<file path="src/rtl/stage_id_queue_if.sv">
// Fetch-to-decode payload type and the handshake interface of stage_id_queue.
// The package precedes the interface because the interface carries if2id_t.
package stage_id_queue_pkg;
  typedef struct packed {
    logic        if_valid;
    logic [31:0] pc;
    logic [31:0] instr;
    logic        if_inst_valid;
    logic        if_misaligned;
    logic        if_acc_fault;
  } if2id_t;
endpackage

interface stage_id_queue_if #(
  parameter int DEPTH = 4,
  parameter int IRQW  = 4
);
  import stage_id_queue_pkg::*;
  localparam int PW = $clog2(DEPTH);
  localparam int CW = PW + 1;

  // Input side: an entry transfers on a clock edge where in_valid && in_ready && !id_flush.
  // Output side: the head retires on an edge where out_valid && id_ready && !reg_read_busy && !id_flush.
  logic            in_valid;
  if2id_t          in_data;
  logic            in_ready;
  logic            irq;
  logic [IRQW-1:0] irq_type;
  logic            id_flush;
  logic            id_ready;
  logic            reg_read_busy;
  logic            out_valid;
  if2id_t          out_data;
  logic            out_irq;
  logic [IRQW-1:0] out_irq_type;
  logic            id_stall;
  logic [CW-1:0]   count;
  logic [PW-1:0]   rd_ptr;
  logic [PW-1:0]   wr_ptr;

  modport slave (
    input  in_valid, in_data, irq, irq_type, id_flush, id_ready, reg_read_busy,
    output in_ready, out_valid, out_data, out_irq, out_irq_type, id_stall, count,
    output rd_ptr, wr_ptr
  );

  modport master (
    output in_valid, in_data, irq, irq_type, id_flush, id_ready, reg_read_busy,
    input  in_ready, out_valid, out_data, out_irq, out_irq_type, id_stall, count,
    input  rd_ptr, wr_ptr
  );
endinterface

</file>
<file path="src/rtl/stage_id_queue.sv">
// Fetch-to-decode circular queue with per-entry interrupt tag and flush.
// Define ID_QUEUE_BYPASS_EN to let an entry reach the head of an empty queue in the same cycle.
module stage_id_queue
  import stage_id_queue_pkg::*;
#(
  parameter int DEPTH = 4,
  parameter int IRQW  = 4
) (
  input  logic              clock,
  input  logic              reset,
  stage_id_queue_if.slave   bus
);
  localparam int PW = $clog2(DEPTH);
  localparam int CW = PW + 1;

  if2id_t          mem_data_q     [DEPTH];
  logic            mem_irq_q      [DEPTH];
  logic [IRQW-1:0] mem_irq_type_q [DEPTH];

  logic [PW-1:0] rd_ptr_q, rd_ptr_d;
  logic [PW-1:0] wr_ptr_q, wr_ptr_d;
  logic [CW-1:0] count_q, count_d;

  logic   in_ready;
  logic   out_valid;
  logic   bypass;
  logic   enq;
  logic   deq;
  logic   mem_wr;
  logic   mem_rd;
  if2id_t wr_entry;

`ifdef ID_QUEUE_BYPASS_EN
  assign bypass = (count_q == '0) && bus.in_valid && !bus.id_flush;
`else
  assign bypass = 1'b0;
`endif

  // in_ready looks only at occupancy, so a full queue never takes an entry
  // even when the head retires in the same cycle.
  assign in_ready  = (count_q != CW'(DEPTH));
  assign out_valid = (count_q != '0) || bypass;
  assign enq       = bus.in_valid && in_ready && !bus.id_flush;
  assign deq       = out_valid && bus.id_ready && !bus.reg_read_busy && !bus.id_flush;
  assign mem_wr    = enq && !(bypass && deq);
  assign mem_rd    = deq && !bypass;

  always_comb begin
    wr_entry          = bus.in_data;
    wr_entry.if_valid = 1'b1;
  end

  always_comb begin
    rd_ptr_d = rd_ptr_q;
    wr_ptr_d = wr_ptr_q;
    count_d  = count_q;
    if (bus.id_flush) begin
      rd_ptr_d = '0;
      wr_ptr_d = '0;
      count_d  = '0;
    end else begin
      if (mem_wr) wr_ptr_d = wr_ptr_q + PW'(1);
      if (mem_rd) rd_ptr_d = rd_ptr_q + PW'(1);
      count_d = count_q + CW'(mem_wr) - CW'(mem_rd);
    end
  end

  always_ff @(posedge clock) begin
    if (reset) begin
      rd_ptr_q <= '0;
      wr_ptr_q <= '0;
      count_q  <= '0;
    end else begin
      rd_ptr_q <= rd_ptr_d;
      wr_ptr_q <= wr_ptr_d;
      count_q  <= count_d;
    end
  end

  // Storage is never reset; the head mux below masks stale contents.
  always_ff @(posedge clock) begin
    if (!reset && mem_wr) begin
      mem_data_q[wr_ptr_q]     <= wr_entry;
      mem_irq_q[wr_ptr_q]      <= bus.irq;
      mem_irq_type_q[wr_ptr_q] <= bus.irq_type;
    end
  end

  always_comb begin
    bus.out_data     = '0;
    bus.out_irq      = 1'b0;
    bus.out_irq_type = '0;
    if (bypass) begin
      bus.out_data     = wr_entry;
      bus.out_irq      = bus.irq;
      bus.out_irq_type = bus.irq_type;
    end else if (count_q != '0) begin
      bus.out_data     = mem_data_q[rd_ptr_q];
      bus.out_irq      = mem_irq_q[rd_ptr_q];
      bus.out_irq_type = mem_irq_type_q[rd_ptr_q];
    end
  end

  assign bus.in_ready  = in_ready;
  assign bus.out_valid = out_valid;
  assign bus.id_stall  = out_valid && bus.reg_read_busy;
  assign bus.count     = count_q;
  assign bus.rd_ptr    = rd_ptr_q;
  assign bus.wr_ptr    = wr_ptr_q;
endmodule

</file>
<file path="src/flat_wrapper.sv">
// flat-port wrapper written by rule: the top's interface ports become plain ports
module stage_id_queue_flat import stage_id_queue_pkg::*;
#(
  parameter int DEPTH = 4,
  parameter int IRQW  = 4
)
  (clock, reset, bus_in_valid, bus_in_data, bus_irq, bus_irq_type, bus_id_flush, bus_id_ready, bus_reg_read_busy, bus_in_ready, bus_out_valid, bus_out_data, bus_out_irq, bus_out_irq_type, bus_id_stall, bus_count, bus_rd_ptr, bus_wr_ptr);
  stage_id_queue_if #(.DEPTH(DEPTH), .IRQW(IRQW)) bus_i ();
  input  logic clock;
  input  logic reset;
  input wire logic [$bits(bus_i.in_valid)-1:0] bus_in_valid;
  input wire logic [$bits(bus_i.in_data)-1:0] bus_in_data;
  input wire logic [$bits(bus_i.irq)-1:0] bus_irq;
  input wire logic [$bits(bus_i.irq_type)-1:0] bus_irq_type;
  input wire logic [$bits(bus_i.id_flush)-1:0] bus_id_flush;
  input wire logic [$bits(bus_i.id_ready)-1:0] bus_id_ready;
  input wire logic [$bits(bus_i.reg_read_busy)-1:0] bus_reg_read_busy;
  output wire logic [$bits(bus_i.in_ready)-1:0] bus_in_ready;
  output wire logic [$bits(bus_i.out_valid)-1:0] bus_out_valid;
  output wire logic [$bits(bus_i.out_data)-1:0] bus_out_data;
  output wire logic [$bits(bus_i.out_irq)-1:0] bus_out_irq;
  output wire logic [$bits(bus_i.out_irq_type)-1:0] bus_out_irq_type;
  output wire logic [$bits(bus_i.id_stall)-1:0] bus_id_stall;
  output wire logic [$bits(bus_i.count)-1:0] bus_count;
  output wire logic [$bits(bus_i.rd_ptr)-1:0] bus_rd_ptr;
  output wire logic [$bits(bus_i.wr_ptr)-1:0] bus_wr_ptr;
  assign bus_i.in_valid = bus_in_valid;
  assign bus_i.in_data = bus_in_data;
  assign bus_i.irq = bus_irq;
  assign bus_i.irq_type = bus_irq_type;
  assign bus_i.id_flush = bus_id_flush;
  assign bus_i.id_ready = bus_id_ready;
  assign bus_i.reg_read_busy = bus_reg_read_busy;
  assign bus_in_ready = bus_i.in_ready;
  assign bus_out_valid = bus_i.out_valid;
  assign bus_out_data = bus_i.out_data;
  assign bus_out_irq = bus_i.out_irq;
  assign bus_out_irq_type = bus_i.out_irq_type;
  assign bus_id_stall = bus_i.id_stall;
  assign bus_count = bus_i.count;
  assign bus_rd_ptr = bus_i.rd_ptr;
  assign bus_wr_ptr = bus_i.wr_ptr;
  stage_id_queue #(.DEPTH(DEPTH), .IRQW(IRQW)) u_core (.clock(clock), .reset(reset), .bus(bus_i));
endmodule
</file>
<file path="config.mk">
export PLATFORM = sky130hd
export DESIGN_NAME = stage_id_queue_flat
export DESIGN_NICKNAME = d
export VERILOG_FILES = /design/src/rtl/stage_id_queue_if.sv /design/src/rtl/stage_id_queue.sv /design/src/flat_wrapper.sv
export SDC_FILE = /design/constraint.sdc
export NUM_CORES = 1
export LEC_CHECK = 0
export ABC_AREA = 1
export BUFFER_PORTS_ARGS = -buffer_cell sky130_fd_sc_hd__buf_2
export CAP_MARGIN = 0
export CORE_MARGIN = 2
export CORE_UTILIZATION = 35
export DETAILED_ROUTE_END_ITERATION = 16
export PLACE_DENSITY = 0.52
export SLEW_MARGIN = 10
export SYNTH_ARGS = -nofsm -noshare
export SYNTH_HDL_FRONTEND = slang
export SYNTH_SLANG_ARGS = --single-unit
</file>
<file path="constraint.sdc">
create_clock -name clock -period 7.52 [get_ports clock]
set_input_delay 0.376 -clock clock [delete_from_list [all_inputs] [get_ports clock]]
set_output_delay 0.376 -clock clock [all_outputs]
set_load 0.05 [all_outputs]
</file>
After elaboration in Yosys (flattened, before gate mapping). Memory sizes are Yosys's and may differ from the RTL's. A register that Yosys moved wholly into a read port is not among the register bits. Index checks and enable logic that the tools add are counted.

Equal/unequal tests: 1. Reductions and logical operators: 12. Add/subtract/negate cells: 4. Mux-type cells: 11.

Operators with widths (number): $mux 68 (1); $mux 2 (6); $logic_and 1x1->1 (7); $add 2x1->2 const B (2); $mux 4 (1); $add 3x1->3 (1); $logic_not 1->1 (3); $mux 1 (3); $ne 3x3->1 const B (1); $reduce_bool 3->1 (1); $sub 3x1->3 (1); $reduce_or 2->1 (1).

RAM bits: 288. Output and inout port bits: 83. Logic and storage cells: 34. Register bits: 7. Memories kept: 3. Input port bits: 79.

Memories: u_core.mem_data_q (words 4, bits a word 67, rd ports 1, clocked after Yosys merged registers in 1, write ports 1, RTL line stage_id_queue.sv:16) `if2id_t mem_data_q [DEPTH];`; u_core.mem_irq_type_q (words 4, bits a word 4, rd ports 1, clocked after Yosys merged registers in 1, write ports 1, RTL line stage_id_queue.sv:18) `logic [IRQW-1:0] mem_irq_type_q [DEPTH];`; u_core.mem_irq_q (words 4, bits a word 1, rd ports 1, clocked after Yosys merged registers in 1, write ports 1, RTL line stage_id_queue.sv:17) `logic mem_irq_q [DEPTH];`.

Logic depth before layout (Yosys ltp).
Depth in word-level cells: 6. Gate-level depth with buffers: 12. Gate-level depth less buffers: 11.

Worst setup path before layout. OpenSTA, ideal clock, no wires.

Path type: reg-to-reg. Start point: register u_core.count_q[1] (netlist: u_core.bus.count[1]). End point: memory u_core.mem_data_q[0][0] (netlist bit) (enable). Arrival time: 4.568 ns. Data required time: 7.017 ns. Setup time: 0.503 ns. Path slack: 2.449 ns. Cell stages (with the launch flop): 5. Buffers on the path: 0. Path through: dfxtp_1 -> nor2_1 -> nand2_1 -> nand3_1 -> nor2_1.

Word-level cells in the longest chain between the ends: 6.

RTL lines: start: declaration (RTL line stage_id_queue.sv:22) `logic [CW-1:0] count_q, count_d;`; start signal: assignment (RTL line stage_id_queue.sv:76) `count_q <= count_d;`; $ne 3x3->1 (RTL line stage_id_queue.sv:41) `assign in_ready = (count_q != CW'(DEPTH));`; named net bus_in_ready (RTL line flat_wrapper.sv:18) `output wire logic [$bits(bus_i.in_ready)-1:0] bus_in_ready;`; $logic_and 1x1->1 (2 in series) (RTL line stage_id_queue.sv:43) `assign enq = bus.in_valid && in_ready && !bus.id_flush;`; $logic_and 1x1->1 (RTL line stage_id_queue.sv:82) `if (!reset && mem_wr) begin`; $mux 1 (RTL line stage_id_queue.sv:82); $mux 1 (implied by the code) (RTL line stage_id_queue.sv:83) `mem_data_q[wr_ptr_q] <= wr_entry;`; end: declaration (RTL line stage_id_queue.sv:16).

The timed path passes the listed nets, and every way through them passes these cells.

==> flow_summary.toml <==
[synth]
synth_cell_type_count = 22
netlist_instances = 924
syn-cell-area_um2 = 11670
synthAdderAreaFrac_pct = 0.8147
synth_top_area_share_pct = 74.09
muxShareOfSynthArea_pct = 0
synth-simple-area-share_pct = 10.53
synth_top_family_by_area = "simple AND/OR/NAND/NOR gates"
synth_nets = 1010
yosysTopAreaCell = "edfxtp_1"
synth-seq-cells = 297
syn_area_per_cell_um2 = 12.63
synth_compound_area_share_pct = 9.433
ys_top_cells_by_area = "edfxtp_1, nor2_1, o21ai_0"
ys_seq_area_share_pct = 75.64
ys_warn_count = 0
synth_xor_xnor_area_share_pct = 0

[layout]
layout_common_cells = "nor2_1, edfxtp_1, buf_2"
drive_above_1_share_pct = 20.55
nFillCells = 3077
fin_nets = 1164
mostFrequentLayoutCell = "nor2_1"
regArea_um2 = 8836
area_delta_synth_final_pct = 19.07
finalNonFillerCells = 1543
multiInputGateArea_um2 = 2455
final_cell_area_um2 = 13900

[clock_tree]
cts_hold_buffers = 0
clkLatencyLatePin_ns = 0.50
postCtsSetupBuffers = 0
cts.path.max_buffers = 3
clock_sinks = 297
clkTransAtPathRegs_ns = 0.06
post_cts_resized = 0
h-tree-depth = 2
clockRootBuffer = "clkbuf_16"
tritoncts = "yes"
cts_buffers = 35

[sta]
timing.final.crit_share_pct = 51.84
fin_skew_ns = 0.01679
tightest_slew_ns = 1.060
hold_viol = 0
min_period_ns = 3.898
worst_hold_slack_ns = 0.08887
slew_headroom_pct = 29.33
max_freq_ghz = 0.2565
rsz0062_at_grt = "false"
finalSetupViolations = 0
maxSlewViolCount = 0
tns_ns = 0

[hold_path]
hp-class = "in2reg"
min_path_cells = 1

[placed_design]
io_buffers = 160
hpwl_um = 13700
place_area_um2 = 12820
placed_cells = 1483
gp_congestion = 0.6782

[floorplanning]
die_area_um2 = 34830
initial_core_util_pct = 35.69
num_rows = 66
ios = 162
die_y_um = 186.6
die_w_um = 186.6
core_area_um2 = 32700

[worst_setup_path]
critPathRequiredTime_ns = 7.14
cp.arrival_ns = 3.52
path_cells = "buf_4, inv_2, buf_4, nor2_1, o21ai_1, a21oi_1, buf_2"
cp-start-kind = "register"
slowest_stage = "buf_4"
crit_path_max_fanout = 73
slowest_delay_ns = 0.79
r2r_cells = 5
cp-end-kind = "output pin"
critPathKind = "reg2out"
crit_top_cell = "buf_4"

[drt]
routedWlPerCell_um = 16.97
ant_nets = 0
routed_via_density = 4.725
first_pass_iters = 4
vias = 7291
drt-initial-drc-count = 347
drc = 0
routed_wl_um = 26180

[global_route]
antenna_found_initial = 1
grt-ovfl-total = 0
grt_max_degree = 79
grt_use_total_pct = 14.95
grt_pass1_vias = 7325
grt_pass1_wl_um = 40650

[job]
maxCapViolations = 0

[outcome]
status = "completed"

[pwr]
total_leakage_power_nw = 5.044
p_per_area_nw_per_um2 = 258.3
peakVddDrop_v = 0.0001943
-- cell families (layout without fill, tap and decap cells) --
family,Yosys count,in the layout
AO/OA/AOI/OAI,220,220
adder cells (fa/ha/maj),7,7
buffers and inverters,77,253
flip-flops,297,297
other,0,1
AND/OR/NAND/NOR,323,323
-- cell usage after synthesis, drive strengths merged --
master,n
nor2,304
ha,6
edfxtp,288
nand2,12
a21oi,75
clkbuf,21
nor4,1
nand3b,1
inv,22
buf,34
nand3,4
o21ai,145
fa,1
nand4,1
dfxtp,9
-- critical path, delay by kind of cell (launching register included) --
family,cells,cell delay [ns]
simple gates,1,0.16
compound gates,2,0.29
flops,1,0.33
buf+inv,4,2.23
-- per-stage QoR --
stage          worst slack [ns]  utilization [%]  power (W)
4_1_cts                   3.481            42.49   0.003635
5_1_grt                   3.324            42.49   0.003718
3_3_place_gp              4.030            39.20   0.002050
3_5_place_dp              4.026            39.20   0.002053
6_report                  3.622            42.50   0.003589
2_1_floorplan             2.449                -   0.001986
-- final cells by class --
type                    instances  area share, %
diodes                          1        0.01801
clock buffers                  42          6.797
clock inverters                17         0.9453
inverters                      22         0.6122
multi-input cells             550          17.66
flip-flops and latches        297          63.58
well taps                     442          3.979
repair buffers                172          6.410
-- per-layer routing --
metal	wire (um)	GRT usage, %	vias up
met5	0	0	-
met4	358	4.090	0
met3	1313	3.573	37
met2	12990	25.94	142
met1	11530	18.68	3536
li1	-	-	3576
-- registers in the layout (all words and copies together), names as in the netlist, named ones only --
name and cells:
u_core.mem_data_q 268, u_core.bus.rd_ptr 2, u_core.mem_irq_q 4, u_core.mem_irq_type_q 16, u_core.bus.count 3, u_core.bus.wr_ptr 2
-- path summary, 6_finish.rpt --
check | startpoint | slack, ns | endpoint
worst max-delay path | register | 3.62 | bus_out_data[24]
worst min-delay path | bus_in_data[4] | 0.09 | u_core.mem_data_q[0][4]$_DFFE_PP_
worst max register to register | u_core.bus.count[1]$_SDFF_PP0_ | 4.48 | u_core.mem_data_q[3][23]$_DFFE_PP_
worst min register to register | u_core.bus.wr_ptr[0]$_SDFFE_PP0N_ | 0.52 | u_core.bus.wr_ptr[0]$_SDFFE_PP0N_
-- power by group --
group          internal, W  switching, W
sequential         0.00184    0.00000559
combinational    0.0000412      0.000134
clock             0.000956      0.000617
total              0.00283      0.000757
Note: power is estimated with default switching activity, not from simulation.
